$ cat src/rtl/tl_pkg.sv
// Shared definitions for the timed two-road traffic-light controller.
//   - tl_state_e : 3-bit FSM state encoding (also driven out on the debug port)
//   - LAMP_*     : 2-bit lamp driver encoding
//   - DEF_*      : default timing constants, in ticks of the system time-base
//   - lamps_of() : Moore lamp decode shared by the controller
package tl_pkg;

  typedef enum logic [2:0] {
    A_GRN  = 3'd0,
    A_YEL  = 3'd1,
    RED_AB = 3'd2,  // all-red clearance after road A
    B_GRN  = 3'd3,
    B_YEL  = 3'd4,
    RED_BA = 3'd5,  // all-red clearance after road B
    FLASH  = 3'd6
  } tl_state_e;

  localparam logic [1:0] LAMP_GRN = 2'b00;
  localparam logic [1:0] LAMP_YEL = 2'b01;
  localparam logic [1:0] LAMP_RED = 2'b10;
  localparam logic [1:0] LAMP_OFF = 2'b11;

  localparam int unsigned DEF_CNT_W      = 8;
  localparam int unsigned DEF_MIN_GREEN  = 4;
  localparam int unsigned DEF_MAX_GREEN  = 16;
  localparam int unsigned DEF_YEL_T      = 3;
  localparam int unsigned DEF_RED_T      = 1;
  localparam int unsigned DEF_FLASH_HALF = 2;

  typedef struct packed {
    logic [1:0] la;
    logic [1:0] lb;
  } lamps_t;

  // Lamp pattern for a state. Everything not explicitly green/yellow is red,
  // so an unexpected encoding fails safe to all-red.
  function automatic lamps_t lamps_of(tl_state_e s, logic flash_ph);
    lamps_t l;
    l = '{la: LAMP_RED, lb: LAMP_RED};
    case (s)
      A_GRN: l.la = LAMP_GRN;
      A_YEL: l.la = LAMP_YEL;
      B_GRN: l.lb = LAMP_GRN;
      B_YEL: l.lb = LAMP_YEL;
      FLASH: begin
        l.la = flash_ph ? LAMP_OFF : LAMP_YEL;
        l.lb = l.la;
      end
      default: ;
    endcase
    return l;
  endfunction

endpackage

$ cat src/rtl/tl_phase_timer.sv
// Per-phase tick counter for the traffic-light controller.
// Ports:
//   clk       in   system clock, rising edge
//   reset_n   in   synchronous active-low reset (clears the counter)
//   tick      in   time-base enable; the counter advances only on tick
//   clr       in   clear request (state change or flash half-period toggle)
//   at_min    out  counter has reached the minimum-green threshold
//   at_max    out  counter is on the last tick of maximum green
//   at_yel    out  counter is on the last tick of yellow
//   at_red    out  counter is on the last tick of all-red clearance
//   at_flash  out  counter is on the last tick of a flash half-period
module tl_phase_timer
  import tl_pkg::*;
#(
  parameter int unsigned CNT_W      = DEF_CNT_W,
  parameter int unsigned MIN_GREEN  = DEF_MIN_GREEN,
  parameter int unsigned MAX_GREEN  = DEF_MAX_GREEN,
  parameter int unsigned YEL_T      = DEF_YEL_T,
  parameter int unsigned RED_T      = DEF_RED_T,
  parameter int unsigned FLASH_HALF = DEF_FLASH_HALF
) (
  input  logic clk,
  input  logic reset_n,
  input  logic tick,
  input  logic clr,
  output logic at_min,
  output logic at_max,
  output logic at_yel,
  output logic at_red,
  output logic at_flash
);

  // Thresholds are "last tick of the phase": the counter starts at 0 on entry.
  localparam logic [CNT_W-1:0] MIN_LAST   = CNT_W'(MIN_GREEN - 1);
  localparam logic [CNT_W-1:0] MAX_LAST   = CNT_W'(MAX_GREEN - 1);
  localparam logic [CNT_W-1:0] YEL_LAST   = CNT_W'(YEL_T - 1);
  localparam logic [CNT_W-1:0] RED_LAST   = CNT_W'(RED_T - 1);
  localparam logic [CNT_W-1:0] FLASH_LAST = CNT_W'(FLASH_HALF - 1);

  logic [CNT_W-1:0] cnt_q, cnt_d;

  // NOTE: every signal written here gets a default first, so no path leaves
  // it unassigned and no latch is inferred.
  always_comb begin
    cnt_d = cnt_q;
    if (clr) begin
      cnt_d = '0;
    end else if (tick && (cnt_q != '1)) begin
      cnt_d = cnt_q + CNT_W'(1);  // saturates at all ones
    end
  end

  // NOTE: state registers use non-blocking assignments so every flop samples
  // the pre-edge values regardless of block evaluation order.
  always_ff @(posedge clk) begin
    if (!reset_n) begin
      cnt_q <= '0;
    end else begin
      cnt_q <= cnt_d;
    end
  end

  assign at_min   = (cnt_q >= MIN_LAST);
  assign at_max   = (cnt_q == MAX_LAST);
  assign at_yel   = (cnt_q == YEL_LAST);
  assign at_red   = (cnt_q == RED_LAST);
  assign at_flash = (cnt_q == FLASH_LAST);

endmodule

$ cat src/rtl/tl_cntr_timed.sv
// Timed two-road traffic-light controller: 6-phase Moore FSM with min/max
// green, yellow and all-red intervals, plus a night flash mode entered only
// from an all-red phase.
// Ports:
//   clk        in   system clock, rising edge
//   reset_n    in   synchronous active-low reset (to RED_BA, all red)
//   tick       in   time-base enable; state, counter and flash phase hold when 0
//   Ta, Tb     in   traffic present on road A / road B
//   flash      in   night flash request (level)
//   La, Lb     out  lamp drivers: 00 green, 01 yellow, 10 red, 11 off
//   state      out  current FSM state (debug)
//   phase_end  out  one-cycle pulse in the cycle after each state change
module tl_cntr_timed
  import tl_pkg::*;
#(
  parameter int unsigned CNT_W      = DEF_CNT_W,
  parameter int unsigned MIN_GREEN  = DEF_MIN_GREEN,
  parameter int unsigned MAX_GREEN  = DEF_MAX_GREEN,
  parameter int unsigned YEL_T      = DEF_YEL_T,
  parameter int unsigned RED_T      = DEF_RED_T,
  parameter int unsigned FLASH_HALF = DEF_FLASH_HALF
) (
  input  logic       clk,
  input  logic       reset_n,
  input  logic       tick,
  input  logic       Ta,
  input  logic       Tb,
  input  logic       flash,
  output logic [1:0] La,
  output logic [1:0] Lb,
  output logic [2:0] state,
  output logic       phase_end
);

  // Reject timing sets the counter cannot represent or that make no sense.
  if ((MIN_GREEN < 1) || (MAX_GREEN < MIN_GREEN) || (YEL_T < 1) ||
      (RED_T < 1) || (FLASH_HALF < 1) ||
      ((CNT_W < 32) && (MAX_GREEN > (32'd1 << CNT_W)))) begin : g_bad_params
    $error("tl_cntr_timed: illegal timing parameters");
  end

  tl_state_e state_q, state_d;
  logic      flash_ph_q, flash_ph_d;
  logic      phase_end_q;
  lamps_t    lamps_q;

  logic at_min, at_max, at_yel, at_red, at_flash;
  logic state_chg, flash_tog;

  tl_phase_timer #(
    .CNT_W     (CNT_W),
    .MIN_GREEN (MIN_GREEN),
    .MAX_GREEN (MAX_GREEN),
    .YEL_T     (YEL_T),
    .RED_T     (RED_T),
    .FLASH_HALF(FLASH_HALF)
  ) u_timer (
    .clk     (clk),
    .reset_n (reset_n),
    .tick    (tick),
    .clr     (state_chg | flash_tog),
    .at_min  (at_min),
    .at_max  (at_max),
    .at_yel  (at_yel),
    .at_red  (at_red),
    .at_flash(at_flash)
  );

  // Next-state logic; nothing moves without a tick.
  always_comb begin
    state_d   = state_q;
    flash_tog = 1'b0;
    if (tick) begin
      case (state_q)
        A_GRN:  if ((at_min && !Ta) || at_max) state_d = A_YEL;
        A_YEL:  if (at_yel) state_d = RED_AB;
        RED_AB: if (at_red) state_d = flash ? FLASH : B_GRN;
        B_GRN:  if ((at_min && !Tb) || at_max) state_d = B_YEL;
        B_YEL:  if (at_yel) state_d = RED_BA;
        RED_BA: if (at_red) state_d = flash ? FLASH : A_GRN;
        FLASH: begin
          // Leaving flash goes through RED_BA so road A is served next.
          if (!flash)        state_d   = RED_BA;
          else if (at_flash) flash_tog = 1'b1;
        end
        default: state_d = RED_BA;  // unused encoding recovers to all-red
      endcase
    end
  end

  assign state_chg  = (state_d != state_q);
  assign flash_ph_d = state_chg ? 1'b0 : (flash_ph_q ^ flash_tog);

  // Lamps are registered from the next state, so they always equal the
  // decode of the registered state and flash phase.
  always_ff @(posedge clk) begin
    if (!reset_n) begin
      state_q     <= RED_BA;
      flash_ph_q  <= 1'b0;
      phase_end_q <= 1'b0;
      lamps_q     <= '{la: LAMP_RED, lb: LAMP_RED};
    end else begin
      state_q     <= state_d;
      flash_ph_q  <= flash_ph_d;
      phase_end_q <= state_chg;
      lamps_q     <= lamps_of(state_d, flash_ph_d);
    end
  end

  assign La        = lamps_q.la;
  assign Lb        = lamps_q.lb;
  assign state     = state_q;
  assign phase_end = phase_end_q;

endmodule

$ cat config.mk
export PLATFORM = sky130hd
export DESIGN_NAME = tl_cntr_timed
export DESIGN_NICKNAME = d
export VERILOG_FILES = /design/src/rtl/tl_pkg.sv /design/src/rtl/tl_phase_timer.sv /design/src/rtl/tl_cntr_timed.sv
export SDC_FILE = /design/constraint.sdc
export NUM_CORES = 1
export LEC_CHECK = 0
export BUFFER_PORTS_ARGS = -buffer_cell sky130_fd_sc_hd__buf_2
export CAP_MARGIN = 25
export CELL_PAD_IN_SITES_DETAIL_PLACEMENT = 0
export CELL_PAD_IN_SITES_GLOBAL_PLACEMENT = 2
export CORE_MARGIN = 2
export CORE_UTILIZATION = 29
export CTS_CLUSTER_SIZE = 20
export DETAILED_ROUTE_END_ITERATION = 8
export HOLD_SLACK_MARGIN = 0.05
export PLACE_DENSITY = 0.82
export RECOVER_POWER = 100
export SETUP_SLACK_MARGIN = 0.02
export SLEW_MARGIN = 20
export SYNTH_ARGS = -nofsm -noshare
export SYNTH_HDL_FRONTEND = slang
export SYNTH_SLANG_ARGS = --single-unit
export TNS_END_PERCENT = 50
$ cat constraint.sdc
create_clock -name clk -period 2.1 [get_ports clk]
set_clock_uncertainty 0.15 [all_clocks]
set_input_delay 0.105 -clock clk [delete_from_list [all_inputs] [get_ports clk]]
set_output_delay 0.105 -clock clk [all_outputs]
set_load 0.01 [all_outputs]
# Word-level counts from Yosys, hierarchy flattened
# Cells that the tools add are included.
# word_totals
ff_bits,17
input_bits,6
out_inout_bits,8
elab_cells,56
# classes
addsub,1
magnitude_cmp,1
n_eq_ne,15
n_mux,19
n_bitwise,3
n_reduce_logical,11
# op_table
cell,count
$mux W3,10
$pmux W3 S7,1
$eq A3 B3 Y1 const B,5
$pmux W2 S3,2
$eq A3 B2 Y1 const B,3
$add A8 B1 Y8 const B,1
$eq A8 B1 Y1 const B,1
$eq A8 B2 Y1 const B,1
$eq A8 B4 Y1 const B,1
$ge A8 B2 Y1 const B,1
$logic_not A8 Y1,1
$ne A8 B8 Y1 const B,1
$eq A3 B1 Y1 const B,2
$logic_not A3 Y1,2
$mux W1,5
$logic_and A1 B1 Y1,3
$ne A3 B3 Y1,1
$logic_not A1 Y1,2
$logic_or A1 B1 Y1,2
$mux W2,1
$reduce_or A2 Y1,1
$not A1 Y1,1
$or A1 B1 Y1,1
$xor A1 B1 Y1,1

# Logic depth before layout (Yosys ltp)
# Gate-level depths: netlist (run 1).
# logic_depth
depth_word,10
depth_mapped,9
mapped_depth_nobuf,9

# Cells and area by module
# A second synthesis (run 1) with hierarchy kept.
# hier_totals
hier_cells,129
area_unflattened_um2,1092.3
# modules_own_cells
module,instances,cells_per_inst,area_per_inst_um2,seq_area_each_um2
tl_cntr_timed,1,75,619.3,180.2
tl_phase_timer,1,54,473.0,160.2

# Least setup slack after synthesis (run 1)
# OpenSTA, ideal clock, no wires.
# synth_path
kind,reg2reg
from,register u_timer.cnt_q[4]
to,register lamps_q (netlist bit La[0])
setup_time_ns,0.059
arrival_time_ns,2.056
required_ns,1.891
slack_ns,-0.165
stages_incl_launch_ff,8
n_path_buf,0
path_cell_list,dfxtp_1 > or4_4 > o21a_1 > or2_4 > o32a_1 > nand2b_4 > mux2i_1 > and2_1
# synth_between
elab_chain_cells,8
elab_cells_between_ends,20
cone_classes,order compare: 1; eq/ne: 4; mux: 9; reduce/logical: 6
# synth_lines
element,line_no,rtl
"start, declared",tl_phase_timer.sv:40,"logic [CNT_W-1:0] cnt_q, cnt_d;"
"start signal, assigned",tl_phase_timer.sv:59,cnt_q <= cnt_d;
$ge A8 B2 Y1,tl_phase_timer.sv:63,assign at_min = (cnt_q >= MIN_LAST);
"$logic_and A1 B1 Y1, on equally long branches","tl_cntr_timed.sv:78, tl_cntr_timed.sv:75",
"$logic_or A1 B1 Y1, on equally long branches","tl_cntr_timed.sv:78, tl_cntr_timed.sv:75",
"$mux W3, on equally long branches","tl_cntr_timed.sv:78, tl_cntr_timed.sv:75",
$pmux W3 S7 (*),tl_cntr_timed.sv:74,case (state_q)
$mux W3 (*),tl_cntr_timed.sv:73,if (tick) begin
"$eq A3 B3 Y1, or another cell as far along",tl_pkg.sv:40,case (s)
$pmux W2 S3 (*),tl_pkg.sv:40,
"end signal, assigned",tl_cntr_timed.sv:101,"lamps_q <= '{la: LAMP_RED, lb: LAMP_RED};"
"end signal, assigned",tl_cntr_timed.sv:106,"lamps_q <= lamps_of(state_d, flash_ph_d);"
"end, declared",tl_cntr_timed.sv:45,lamps_t lamps_q;
# Mark *: on every way between the ends. The rest lies on a longest branch, timed or not.
# A chain may end at the register's enable or synchronous reset.

# Final worst setup path (run 1)
# layout_path
from,register u_timer.cnt_q[7]
to,register lamps_q (netlist bit La[0])
# The elaborated chain is that of the path after synthesis.

==> run metrics, run 1 <==
max capacitance violation total=0; count of input and output buffers=13; fraction of layout cells with a size suffix above 1=30.9%; internal power=0.000614 W; type of destination of the critical path=register; cell at the root of the clock tree=sky130_fd_sc_hd__clkbuf_8; pin count of the biggest net entering global routing=13; register share of total power=41.4%; die outline area=4210 µm²; sequential share of the synthesized area=31.6%; crit path launch type=register; shortest clock period the worst path allows after layout=2.37 ns; final number of hold-violating endpoints=0; post-route cell area=1500 µm²; Hold Slack=0.0176 ns; power after layout=0.000883 W; Data arrival, critical path=2.41 ns; number of H-tree branching levels=1; crit path launch=u_timer.cnt_q[7]$_SDFFE_PP0P_; vias post-DR=1,093; Yosys warning count=0; leakage dissipation=0.619 nW; share of the synthesized area in the top cell type=31.6%; residual overflow from global routing=0; cts bufs inserted=3; Async S/R FF share, synth=0%; critical-path maximum fanout=6; maximum buffer depth of the clock tree=2; post-synth top area cell=sky130_fd_sc_hd__dfxtp_1; crit path setup slack, layout=-0.268 ns; Post-synth EDFFs=0; combined flip-flop and latch cell area=343 µm²; Clock Sinks=17; total negative slack=-3.27 ns; fillcell total=390; relative contribution of the clock network to total power=27.4%; unique cell type count in the Yosys netlist=40; Site Rows=22; Post-Synthesis Cell Area=1080 µm²; core region area=3610 µm²; routed wirelength normalized by instance count=12.3 µm; P&R area growth vs syn=39.2%; final weighted congestion in routability-driven placement=0.809; number of ports placed on the die boundary=14; Comb power frac=31.2%; number of placed instances, taps included=221; Iter 0 DRT Violations=76; run status=finished with violations; count of buffers added by post-CTS timing repair for setup=0; pwr dens=590 nW/µm²; maximum achievable frequency=422 MHz; most frequently used cell type in the post-synthesis netlist=sky130_fd_sc_hd__dfxtp_1; Die Wd=64.9 µm; Pre-Repair DR Iteration Count=4; Clock Latency Late Sink=0.25 ns; number of instances in the synthesized netlist=135; predominant post-synthesis flop cell=sky130_fd_sc_hd__dfxtp_1; multi-input logic area=733 µm²; Worst EP required=2.14 ns; wire length of the first global-routing pass=4.83 mm; Setup-failing EPs final=16; post-detailed-routing wire length=2.78 mm; initial standard-cell utilization of the core=29.8%; DRC Markers=0; total number of nets in the final design=189; total net switching power=0.000269 W; flip-flop and latch count after synthesis=17; area post-placement=1410 µm²; launching point of the worst reg2reg path=u_timer.cnt_q[7]$_SDFFE_PP0P_; synthesized area per cell=7.97 µm²; diodes inserted=0; number of global-route vias before repair=1,081; violated checks=negative setup slack; classification of the worst-slack hold path=primary input to register; final cell count without fillers=226; Worst slew margin=74.5%; number of nets with antenna violations after detailed routing=0; largest vdd supply drop=0.247 mV; RSZ-0062 raised after global routing=yes; placed wire-length estimate after detailed placement=2.27 mm; slew at the pin closest to its max-slew limit=0.381 ns; Critical Setup Path Class=register to register; ratio of routed vias to standard cells=4.84; net count after synthesis=145; final critical-path share of the clock period=113%; TritonCTS clock tree=yes; vertical die dimension=64.9 µm; leading post-synthesis cells by cell area=sky130_fd_sc_hd__dfxtp_1 (32%), sky130_fd_sc_hd__nor2_1 (5.6%), sky130_fd_sc_hd__ha_1 (4.7%), sky130_fd_sc_hd__nand3_1 (4.7%), sky130_fd_sc_hd__xor2_1 (4.1%); max-slew violation count=0; antenna violations before repair=0; GRT Util Overall=14.3%; switching share of power=30.5%; clock input transition at the sequential cells of the worst setup and hold paths=0.06 ns; cell types with the highest counts after synthesis=sky130_fd_sc_hd__dfxtp_1 (17), sky130_fd_sc_hd__nor2_1 (16), sky130_fd_sc_hd__nand3_1 (10); Hold Startpoint=reset_n
-- worst max-delay path, stage by stage, from the launching register on --
cell                       delay (ns)
sky130_fd_sc_hd__dfxtp_2         0.33
sky130_fd_sc_hd__or4_4           0.58
sky130_fd_sc_hd__o21a_1          0.21
sky130_fd_sc_hd__or2_4           0.25
sky130_fd_sc_hd__o32a_1          0.38
sky130_fd_sc_hd__nand2b_4        0.16
sky130_fd_sc_hd__mux2i_1         0.11
sky130_fd_sc_hd__and2_1          0.13
-- metal layers --
metal	up-vias	share of wire, %	GRT usage (%)	wire length, µm
met1	502	47	18.1	1300
met3	2	2.6	1.39	71
li1	568	-	-	-
met5	-	0	0	0
met2	21	49	25.3	1370
met4	0	1.1	4.79	31
-- logic make-up after synthesis --
| logic type | Yosys count | share of synthesized area, % |
|---|---|---|
| buffers and inverters | 11 | 3.84 |
| DFF | 17 | 31.6 |
| adders and majority gates | 4 | 4.65 |
| and+or+nand+nor | 71 | 37.3 |
| muxes | 1 | 0.930 |
| AOI/OAI and AO/OA | 23 | 15.1 |
| xor gates and xnor gates | 8 | 6.51 |
-- flip-flops by register name, summed over array words and instances, names as in the netlist --
signal / count
flash_ph_q: 1
La: 2
Lb: 2
phase_end: 1
state: 3
u_timer.cnt_q: 8
-- final timing paths --
check	end	slack (ns)	cells after the start
hold / removal	state[1]$_SDFF_PN0_	0.02	2
hold reg to reg	u_timer.cnt_q[7]$_SDFFE_PP0P_	0.47	3
setup / recovery	La[0]$_SDFF_PN0_	-0.27	7
setup reg to reg	La[0]$_SDFF_PN0_	-0.27	7
-- power by group through the flow --
stage	sequential [W]	combinational, W	clock [W]
2_1_floorplan	0.000376	0.000152	0
3_3_place_gp	0.000371	0.000263	0
3_5_place_dp	0.000372	0.000266	0
4_1_cts	0.000365	0.000268	0.000247
5_1_grt	0.000369	0.000305	0.000270
6_report	0.000365	0.000276	0.000242
-- cell usage in the layout, fill, tap and decap left out, types with 2 or more instances in the layout --
cell / n
sky130_fd_sc_hd__o21a_1: 3
sky130_fd_sc_hd__nand4_1: 4
sky130_fd_sc_hd__a31oi_1: 2
sky130_fd_sc_hd__buf_2: 8
sky130_fd_sc_hd__ha_1: 4
sky130_fd_sc_hd__clkbuf_1: 6
sky130_fd_sc_hd__nor3_4: 2
sky130_fd_sc_hd__nand3_1: 9
sky130_fd_sc_hd__o21ai_0: 5
sky130_fd_sc_hd__clkbuf_8: 3
sky130_fd_sc_hd__xnor2_1: 3
sky130_fd_sc_hd__a21oi_1: 5
sky130_fd_sc_hd__nor2b_1: 3
sky130_fd_sc_hd__and2_1: 2
sky130_fd_sc_hd__nor2_1: 16
sky130_fd_sc_hd__nand2b_1: 4
sky130_fd_sc_hd__dfxtp_2: 2
sky130_fd_sc_hd__and4_1: 2
sky130_fd_sc_hd__nand2_1: 8
sky130_fd_sc_hd__inv_1: 6
sky130_fd_sc_hd__nor3_2: 2
sky130_fd_sc_hd__buf_4: 30
sky130_fd_sc_hd__xor2_1: 5
sky130_fd_sc_hd__dfxtp_1: 15
sky130_fd_sc_hd__nor3_1: 7
-- what timing repair did --
action                                  CTS  global route
endpoints found under the setup margin   17            17
endpoints found under the hold margin     4             2
pin swaps                                 1             2
resized for setup                         4             3
-- through the flow --
step	setup WS [ns]	util [%]
2_1_floorplan	-0.120	-
3_3_place_gp	-0.309	39.2
3_5_place_dp	-0.295	39.2
4_1_cts	-0.267	41.0
5_1_grt	-0.396	41.5
6_report	-0.268	41.5
-- final cells by class --
class	instances	area share (%)
multi-input combinational	107	49.0
sequential	17	22.9
timing repair buffer	44	19.6
tap	48	4.01
clock buffer	4	3.01
inverter	6	1.50
No activity file was read; power rests on OpenSTA's default activity.
==> run 2, diff against run 1 <==
REMOVE_ABC_BUFFERS = 1   (was unset)
==> run 2 against run 1 <==
The flow still finishes with violations (negative setup slack). Sequential share of layout area decreased by 0.55 points. Maximum frequency shrank 2.2%. Die area stayed put. Sequential power barely moved. Non-clock buffer count down 1. Critical path depth is the same. Via count rose by 4.0%. Global-route usage rose by 0.53 points. First-iteration DRC count increased by 82%. Count of clock-buffer cells in the layout shrank 1. Flip-flop and latch count unchanged. Critical endpoint unchanged. Routed wire length up 5.3%.
==> run metrics, run 2 (synthesis gave the netlist of run 1 again) <==
leakage dissipation=0.609 nW (was 0.619 nW); final cell count without fillers=225 (was 226); Hold Crit Endpoint=state[0]$_SDFF_PN1_ (was state[1]$_SDFF_PN0_); total net switching power=0.000295 W (was 0.000269 W); register name with the most flops=u_timer.cnt_q (unchanged); cell at the root of the clock tree=sky130_fd_sc_hd__clkbuf_8 (unchanged); Iter 0 DRT Violations=138 (was 76); worst path buffer plus inverter count=0 (unchanged); Pre-Repair DR Iteration Count=4 (unchanged); Clock Sinks=17 (unchanged); CP delay by family, top=simple AND/OR/NAND/NOR gates (unchanged); combined flip-flop and latch cell area=342 µm² (was 343 µm²); Worst slew margin=70.4% (was 74.5%); relative contribution of the clock network to total power=27.0% (was 27.4%); fraction of layout cells with a size suffix above 1=31.6% (was 30.9%); switching share of power=32.2% (was 30.5%); post-route cell area=1530 µm² (was 1500 µm²); delay contributed by the slowest stage of the critical path=0.59 ns (was 0.58 ns); multi-input logic area=783 µm² (was 733 µm²); terminus of the critical flop-to-flop path=La[0]$_SDFF_PN0_ (unchanged); area post-placement=1390 µm² (was 1410 µm²); max-slew violation count=0 (unchanged); wire length of the first global-routing pass=4.91 mm (was 4.83 mm); ratio of routed vias to standard cells=5.05 (was 4.84); shortest clock period the worst path allows after layout=2.42 ns (was 2.37 ns); Critical Setup Path Class=register to register (unchanged); maximum buffer depth of the clock tree=2 (unchanged); violated checks=negative setup slack (unchanged); RSZ-0062 raised after global routing=yes (unchanged); number of cells on the worst reg-to-reg path=7 (unchanged); final design utilization=42.4% (was 41.5%); Comb power frac=33.0% (was 31.2%); Data arrival, critical path=2.48 ns (was 2.41 ns); critical-path maximum fanout=6 (unchanged); clock input transition at the sequential cells of the worst setup and hold paths=0.07 ns (was 0.06 ns); run status=finished with violations (unchanged); cts bufs inserted=3 (unchanged); number of ports placed on the die boundary=14 (unchanged); type of destination of the critical path=register (unchanged); pin count of the biggest net entering global routing=12 (was 13); largest vdd supply drop=0.232 mV (was 0.247 mV); Worst Setup Slack post-DPL=-0.334 ns (was -0.295 ns); cell type of the slowest stage on the worst timing path=sky130_fd_sc_hd__or4_4 (unchanged); core region area=3610 µm² (unchanged); total number of nets in the final design=188 (was 189); leading cell type in the layout, fill and taps excluded=sky130_fd_sc_hd__buf_4 (unchanged); die outline area=4210 µm² (unchanged); GRT Util Overall=14.9% (was 14.3%); number of flip-flops in the largest register=8 (unchanged); Clock Latency Late Sink=0.26 ns (was 0.25 ns); number of global-route vias before repair=1,150 (was 1,081); pwr dens=600 nW/µm² (was 590 nW/µm²); vias post-DR=1,137 (was 1,093); depth of the worst hold-timing path=3 (was 2); cell-by-cell listing of the critical path=or4_4 > o21a_1 > or2_4 > o32a_1 > nand2b_4 > mux2i_1 > and2_1 (unchanged); antenna violations before repair=0 (unchanged); routed wirelength normalized by instance count=13.0 µm (was 12.3 µm); classification of the worst-slack hold path=primary input to register (unchanged); Worst EP required=2.16 ns (was 2.14 ns); fillcell total=356 (was 390); number of nets with antenna violations after detailed routing=0 (unchanged); crit path launch type=register (unchanged); final critical-path share of the clock period=115% (was 113%); post-detailed-routing wire length=2.92 mm (was 2.78 mm); Site Rows=22 (unchanged); crit path setup slack, layout=-0.321 ns (was -0.268 ns); Hold Startpoint=tick (was reset_n); slew at the pin closest to its max-slew limit=0.442 ns (was 0.381 ns); DRC Markers=0 (unchanged); final number of hold-violating endpoints=0 (unchanged); count of input and output buffers=13 (unchanged); max capacitance violation total=0 (unchanged); internal power=0.000622 W (was 0.000614 W); number of H-tree branching levels=1 (unchanged); vertical die dimension=64.9 µm (unchanged); initial standard-cell utilization of the core=29.8% (unchanged); residual overflow from global routing=0 (unchanged); Setup-failing EPs final=16 (unchanged); TritonCTS clock tree=yes (unchanged); launching point of the worst reg2reg path=u_timer.cnt_q[7]$_SDFFE_PP0P_ (unchanged); maximum achievable frequency=413 MHz (was 422 MHz); R2R setup slack=-0.32 ns (was -0.27 ns); diodes inserted=0 (unchanged); register share of total power=39.9% (was 41.4%); Die Wd=64.9 µm (unchanged); P&R area growth vs syn=42.1% (was 39.2%); final weighted congestion in routability-driven placement=0.902 (was 0.809); most frequent cells in the layout=sky130_fd_sc_hd__buf_4 (25), sky130_fd_sc_hd__dfxtp_1 (16), sky130_fd_sc_hd__nor2_1 (16) (was sky130_fd_sc_hd__buf_4 (30), sky130_fd_sc_hd__nor2_1 (16), sky130_fd_sc_hd__dfxtp_1 (15)); total negative slack=-4.20 ns (was -3.27 ns); placed wire-length estimate after detailed placement=2.22 mm (was 2.27 mm); number of placed instances, taps included=219 (was 221)
## run 2: per-layer routing
layer / global-route usage (%) / up-vias / routed length [µm]
met3: 2.26 / 9 / 170
met4: 8.24 / 0 / 83
met1: 17.2 / 513 / 1220
met5: 0 / - / 0
li1: - / 566 / -
met2: 25.9 / 49 / 1450
## run 2: repair_timing
action	CTS	global route
endpoints found under the setup margin	16	17
setup buffers	0	1
pin swaps	3	7
endpoints found under the hold margin	4	0
hold buffers	1	0
resized for setup	4	13
## run 2: worst max path at each step
stage / from / end / slack (ns) / cells past startpoint
after global routing: u_timer.cnt_q[4]$_SDFFE_PP0P_ / u_timer.cnt_q[1]$_SDFFE_PP0P_ / -0.43 / 10
after floorplan: u_timer.cnt_q[4]$_SDFFE_PP0P_ / La[0]$_SDFF_PN0_ / -0.16 / 7
final: u_timer.cnt_q[7]$_SDFFE_PP0P_ / La[0]$_SDFF_PN0_ / -0.32 / 7
after global placement: u_timer.cnt_q[7]$_SDFFE_PP0P_ / u_timer.cnt_q[7]$_SDFFE_PP0P_ / -0.31 / 7
after CTS: u_timer.cnt_q[7]$_SDFFE_PP0P_ / u_timer.cnt_q[0]$_SDFFE_PP0P_ / -0.30 / 7
after detailed placement: u_timer.cnt_q[7]$_SDFFE_PP0P_ / u_timer.cnt_q[6]$_SDFFE_PP0P_ / -0.33 / 7
## run 2: metrics by stage
stage	hold WS (ns)	total power [W]
after global placement	0.194	0.000636
after floorplan	0.0169	0.000521
final	0.235	0.000917
after CTS	0.225	0.000897
after detailed placement	0.191	0.000638
after global routing	0.274	0.000966
## run 2: final cells by class
| class | instances | share of cell area [%] |
|---|---|---|
| repair buffers | 43 | 18.0 |
| clock inverters | 1 | 0.327 |
| multi-input cells | 107 | 51.2 |
| well taps | 48 | 3.93 |
| flip-flops and latches | 17 | 22.3 |
| clock buffers | 3 | 2.70 |
| inverters | 6 | 1.47 |
## run 2: power groups by stage
stage	Clock, W	Combinational [W]	Sequential [W]
floorplan	0	0.000136	0.000385
global placement	0	0.000263	0.000373
detailed placement	0	0.000265	0.000373
CTS	0.000256	0.000276	0.000365
global route	0.000268	0.000329	0.000369
finish	0.000248	0.000303	0.000366
## run 2: worst min-delay path, cell delays in order
cell	delay, ns
sky130_fd_sc_hd__buf_2	0.20
sky130_fd_sc_hd__a31oi_4	0.16
sky130_fd_sc_hd__nand2b_4	0.14
